[config.mk]
export PLATFORM = sky130hd
export DESIGN_NAME = fetch_unit
export DESIGN_NICKNAME = d
export VERILOG_FILES = /design/src/rtl/fetch_unit.sv
export SDC_FILE = /design/constraint.sdc
export NUM_CORES = 1
export LEC_CHECK = 0
export ABC_AREA = 1
export CORE_UTILIZATION = 52
export DETAILED_ROUTE_END_ITERATION = 8
export GPL_TIMING_DRIVEN = 0
export MAX_ROUTING_LAYER = met4
export PLACE_DENSITY = 0.91
export SYNTH_ARGS = -nofsm -noshare
export SYNTH_HDL_FRONTEND = slang
export SYNTH_SLANG_ARGS = --single-unit
[constraint.sdc]
create_clock -name clk -period 3.9 [get_ports clk]
set_clock_uncertainty 0.1 [all_clocks]
set_input_delay 0.78 -clock clk [delete_from_list [all_inputs] [get_ports clk]]
set_output_delay 0.78 -clock clk [all_outputs]
set_load 0.01 [all_outputs]
[src/rtl/fetch_unit.sv]
// fetch_unit: PC walker, single-outstanding imem requester and instruction buffer.
// Optional FETCH_STATS_EN adds the fetch_count pop counter port.

// Instruction buffer with flush; head entry read straight from the storage registers.
// Latency: a write is visible at rd_dat/rd_vld one cycle later.
// Backpressure: writer must respect count; write+read in the same cycle is legal when full.
module fetch_fifo #(
    parameter int unsigned W     = 64,
    parameter int unsigned DEPTH = 2
) (
    input  logic                     clk,
    input  logic                     reset,
    input  logic                     flush,
    input  logic                     wr_vld,
    input  logic [W-1:0]             wr_dat,
    input  logic                     rd_rdy,
    output logic                     rd_vld,
    output logic [W-1:0]             rd_dat,
    output logic [$clog2(DEPTH):0]   count
);
    localparam int unsigned AW = $clog2(DEPTH);
    localparam int unsigned CW = AW + 1;

    logic [W-1:0]  mem [DEPTH];
    logic [AW-1:0] wr_ptr;
    logic [AW-1:0] rd_ptr;
    logic          pop;

    assign rd_vld = (count != '0);
    assign rd_dat = mem[rd_ptr];
    assign pop    = rd_rdy & rd_vld;

    always_ff @(posedge clk) begin
        if (!reset) begin
            wr_ptr <= '0;
            rd_ptr <= '0;
            count  <= '0;
            for (int i = 0; i < int'(DEPTH); i++) mem[i] <= '0;
        end else if (flush) begin
            wr_ptr <= '0;
            rd_ptr <= '0;
            count  <= '0;
        end else begin
            if (wr_vld) begin
                mem[wr_ptr] <= wr_dat;
                wr_ptr      <= wr_ptr + AW'(1);
            end
            if (pop) rd_ptr <= rd_ptr + AW'(1);
            count <= count + CW'(wr_vld) - CW'(pop);
        end
    end
endmodule

// Fetch front end: walks the PC, one outstanding imem request, buffers words for decode.
// Latency: imem_ack to instr_valid is one cycle into an empty buffer.
// Backpressure: stops requesting once buffered + outstanding words reach DEPTH.
module fetch_unit #(
    parameter int unsigned DEPTH    = 2,
    parameter logic [31:0] RESET_PC = 32'h0000_0000
) (
    input  logic        clk,
    input  logic        reset,
    output logic        imem_req,
    output logic [31:0] imem_addr,
    input  logic        imem_ack,
    input  logic [31:0] imem_rdata,
    output logic [31:0] instr,
    output logic [31:0] instr_pc,
    output logic        instr_valid,
    input  logic        instr_ready,
    input  logic        redirect,
    input  logic [31:0] redirect_pc
`ifdef FETCH_STATS_EN
    ,
    output logic [31:0] fetch_count
`endif
);
    localparam int unsigned CW = $clog2(DEPTH) + 1;
    localparam logic [CW-1:0] DEPTH_C = CW'(DEPTH);

    typedef enum logic [1:0] {IDLE, REQ, DISCARD} state_t;

    state_t        state, state_nxt;
    logic [31:0]   fetch_pc;
    logic [31:0]   disc_addr;
    logic [CW-1:0] occ;
    logic [CW-1:0] occ_next;
    logic          push;
    logic          pop;

    assign push     = (state == REQ) & imem_ack & ~redirect;
    assign pop      = instr_valid & instr_ready;
    assign occ_next = occ + CW'(push) - CW'(pop);

    fetch_fifo #(.W(64), .DEPTH(DEPTH)) u_buf (
        .clk    (clk),
        .reset  (reset),
        .flush  (redirect),
        .wr_vld (push),
        .wr_dat ({imem_rdata, fetch_pc}),
        .rd_rdy (instr_ready),
        .rd_vld (instr_valid),
        .rd_dat ({instr, instr_pc}),
        .count  (occ)
    );

    always_ff @(posedge clk) begin
        if (!reset) state <= IDLE;
        else        state <= state_nxt;
    end

    always_comb begin
        state_nxt = state;
        case (state)
            IDLE:    if (!redirect && occ < DEPTH_C) state_nxt = REQ;
            REQ: begin
                if (redirect)      state_nxt = imem_ack ? REQ : DISCARD;
                else if (imem_ack) state_nxt = (occ_next < DEPTH_C) ? REQ : IDLE;
            end
            DISCARD: if (imem_ack) state_nxt = (redirect || occ_next < DEPTH_C) ? REQ : IDLE;
            default: state_nxt = IDLE;
        endcase
    end

    // A discarded request must keep presenting the address it was issued with.
    always_comb begin
        imem_req  = (state != IDLE);
        imem_addr = (state == DISCARD) ? disc_addr : fetch_pc;
    end

    always_ff @(posedge clk) begin
        if (!reset) begin
            fetch_pc  <= RESET_PC;
            disc_addr <= RESET_PC;
        end else begin
            if (redirect)  fetch_pc <= redirect_pc & 32'hFFFF_FFFC;
            else if (push) fetch_pc <= fetch_pc + 32'd4;
            if (state == REQ && redirect && !imem_ack) disc_addr <= fetch_pc;
        end
    end

`ifdef FETCH_STATS_EN
    always_ff @(posedge clk) begin
        if (!reset)   fetch_count <= '0;
        else if (pop) fetch_count <= fetch_count + 32'd1;
    end
`endif
endmodule

==> summary.txt <==
Timing
  – Minimum clock period: roughly 3600 ps
  – FMAX: roughly 280 MHz
  – Final Hold Fails: 0
  – Max-slew headroom: 0.426
  – Setup_tns: 0 ps
  – Final Slew Violations: 0
  – Setup violators final: 0
  – Final Worst Setup Slack: about 270 ps
  – Hold_ws: about 370 ps
  – RSZ-0062 raised after global routing: false
  – Final period utilization: 0.930
  – Pin slew with the least headroom to its limit: between 800 and 900 ps

Synthesis
  – List of most frequent post-synthesis cells: 179 x nor2_1, 165 x nand2_1, 124 x edfxtp_1, 87 x o21ai_0, 81 x inv_1
  – Mapped Avg Cell Area: 9.33 µm²
  – Area leader, netlist: edfxtp_1
  – Seq/Total Area, Yosys: 0.576
  – Leading post-synthesis cells by cell area: edfxtp_1 42%, dfxtp_1 15%, mux2_2 7.9%
  – Area share of the largest cell type after synthesis: 0.423
  – Distinct cells, synth: 33
  – Mapped Cells: ~940
  – FF+latch count, synth: approximately 190
  – Cell with the most instances after synthesis: nor2_1
  – Prevailing post-synth register cell: edfxtp_1
  – Mapped cell area: 0.00880 mm²
  – Synthesis warning total: 0
  – Number of synthesized flops with an enable pin: approximately 120
  – FFs w/ async S/R, synth: 0

CTS
  – Clk slew on worst S/H paths: roughly 70 ps
  – CTS Buf Count: 17
  – Clk buf depth: 2
  – H-tree depth: 4
  – Setup Buffers After CTS: 0
  – CTS tree: done
  – Post_cts resized: 0
  – Clk root buf: clkbuf_16
  – Clock Latency Late Sink: 430 ps
  – Hold_buf cts: 0
  – Clk sinks: 191

Layout
  – Net count, final: ~1,200
  – Fraction of layout cells with a size suffix above 1: 0.105
  – Seq. cell area: roughly 0.005 mm²
  – Final Instance Area: about 0.011 mm²
  – FILL cells: approximately 1,300
  – N_diodes: 0
  – Core Util, Final: 0.681
  – Footprint of the multi-input gates: approximately 0.0032 mm²
  – Syn-to-layout area delta: 27.9%

GRT
  – Overall routing resource usage: 0.270
  – Vias in the first global route: around 7,000
  – GRT overflow: 0
  – First-pass GRT wire length: ~35,000 µm
  – Initial antenna violation count: 0
  – Largest net degree at the start of global routing: 63

Detailed routing
  – # DRC: 0
  – Via/cell ratio: approximately 5.4
  – Total Routed Length: 22,600 µm
  – DRT Pass-1 Iters: 5
  – DRT iter0 DRCs: 728
  – Detail Route Antenna Nets: 0
  – Vias: between 7,000 and 8,000
  – Routed WL per cell: approximately 17 µm

Floorplanning
  – Row count: 47
  – Die H: 132 µm
  – Die W: roughly 130 µm
  – I/O pin cnt: between 150 and 200
  – Die area: between 0.015 and 0.02 mm²
  – Initial Utilization: 0.532
  – Core footprint: approximately 0.017 mm²

Worst setup path
  – Kind of critical path: input port to flop
  – CP endpoint kind: flop
  – Reg2Reg Setup Slack: 970 ps
  – CP max FO: 62
  – Worst EP arrival: ~3600 ps
  – Worst setup SP type: input port
  – Max stage delay cell, worst path: clkdlybuf4s50_1
  – Critical path required time: just under 4000 ps
  – Slowest stage delay, CP: ~730 ps
  – Worst-path cell chain: clkdlybuf4s50_1 > inv_2 > nor2_4 > inv_2 > nor2_4 > nand2_1 > clkbuf_1 > nand2_4

Placement
  – Placed cell areas: 0.0107 mm²
  – Buffers added on ports: around 160
  – Placement Setup Slack: -113 ps
  – Placer Congestion: ~0.95
  – Post-DP HPWL: between 15,000 and 20,000 µm

Worst hold path
  – Tightest Hold Check Type: flop to flop

Run
  – Max-Cap Viols: 0

Power and ir drop
  – VDD IR-drop max: between 300 and 400 µV
  – Static leakage: roughly 4.3 nW
  – Power density over the cells: a little under 400 mW/mm²

Status
  – Status: complete, no violations
logic make-up after synthesis:
kind of cell / Yosys count / synth area share
simple gates: 387 / 0.175
buf+inv: 136 / 0.0657
mux: 62 / 0.0794
xor+xnor: 12 / 0.0119
fa+ha+maj: 3 / 0.00427
other cells: 1 / 0.000426
flops: 191 / 0.576
compound gates: 151 / 0.0879
stage by stage:
step / power, mW / cells
after global placement: 2.84 / 1325
after detailed placement: 2.85 / 1325
after global routing: 4.59 / 1357
final: 4.46 / 1357
after CTS: 4.47 / 1357
after floorplan: 2.58 / 946
worst max-delay path: cells and delay by family:
kind | cells | cell delay (ps)
buf+inv | 4 | 1300
simple gates | 4 | 1450
state kept, by name (all words and copies together) (netlist names), named ones only:
signal and count:
u_buf.rd_ptr 1, u_buf.wr_ptr 1, state 2, u_buf.mem 124, disc_addr 30, fetch_pc 30
u_buf.count 2
layout make-up:
class,count,area share
clock buffer,17,0.0378
buffer,50,0.0227
timing repair buffer,159,0.141
clock inverter,15,0.0118
tap,220,0.0245
inverter,86,0.0287
multi-input combinational,619,0.283
sequential,191,0.450
worst paths after layout:
kind | start | end | depth (start not counted)
setup reg to reg | state[0] | u_buf.mem[1][31] | 7
hold / removal | u_buf.rd_ptr | u_buf.rd_ptr | 1
setup / recovery | reset | u_buf.mem[1][31] | 8
hold reg to reg | u_buf.rd_ptr | u_buf.rd_ptr | 1
power by group:
group	total [mW]	internal, mW	switching, mW
registers	2.29	2.24	0.0477
logic	0.523	0.240	0.283
clock network	1.65	0.890	0.758
total	4.46	3.37	1.09
placed cells by master (no fill, tap or decap), types with 2 or more instances in the layout:
| cell type | Yosys | routed |
|---|---|---|
| inv_2 | 4 | 4 |
| nand3_1 | 27 | 27 |
| nand4_1 | 3 | 3 |
| nand2_4 | 0 | 2 |
| clkbuf_16 | 0 | 17 |
| nand2_1 | 165 | 163 |
| inv_8 | 0 | 2 |
| buf_1 | 3 | 3 |
| clkbuf_1 | 33 | 33 |
| a21oi_1 | 53 | 53 |
| o21ai_0 | 87 | 87 |
| clkdlybuf4s50_1 | 0 | 159 |
| nor2_1 | 179 | 179 |
| clkinv_1 | 1 | 3 |
| nor2_2 | 2 | 2 |
| ha_1 | 3 | 3 |
| buf_2 | 3 | 3 |
| buf_6 | 6 | 6 |
| a31oi_1 | 8 | 8 |
| inv_6 | 0 | 5 |
| nor2_4 | 2 | 2 |
| conb_1 | 1 | 4 |
| edfxtp_1 | 124 | 124 |
| nor3_1 | 4 | 4 |
| clkinv_2 | 0 | 4 |
| xor2_1 | 11 | 11 |
| mux2_2 | 62 | 62 |
| buf_4 | 5 | 5 |
| inv_1 | 81 | 81 |
| dfxtp_1 | 67 | 67 |
per-layer routing:
layer | routed length, µm | share of wire | GRT usage
met4 | 721 | 0.032 | 0.110
met1 | 9140 | 0.41 | 0.334
met5 | 0 | 0 | -
met2 | 10900 | 0.48 | 0.444
met3 | 1760 | 0.078 | 0.0419
Power figures use the tool's default switching activity.
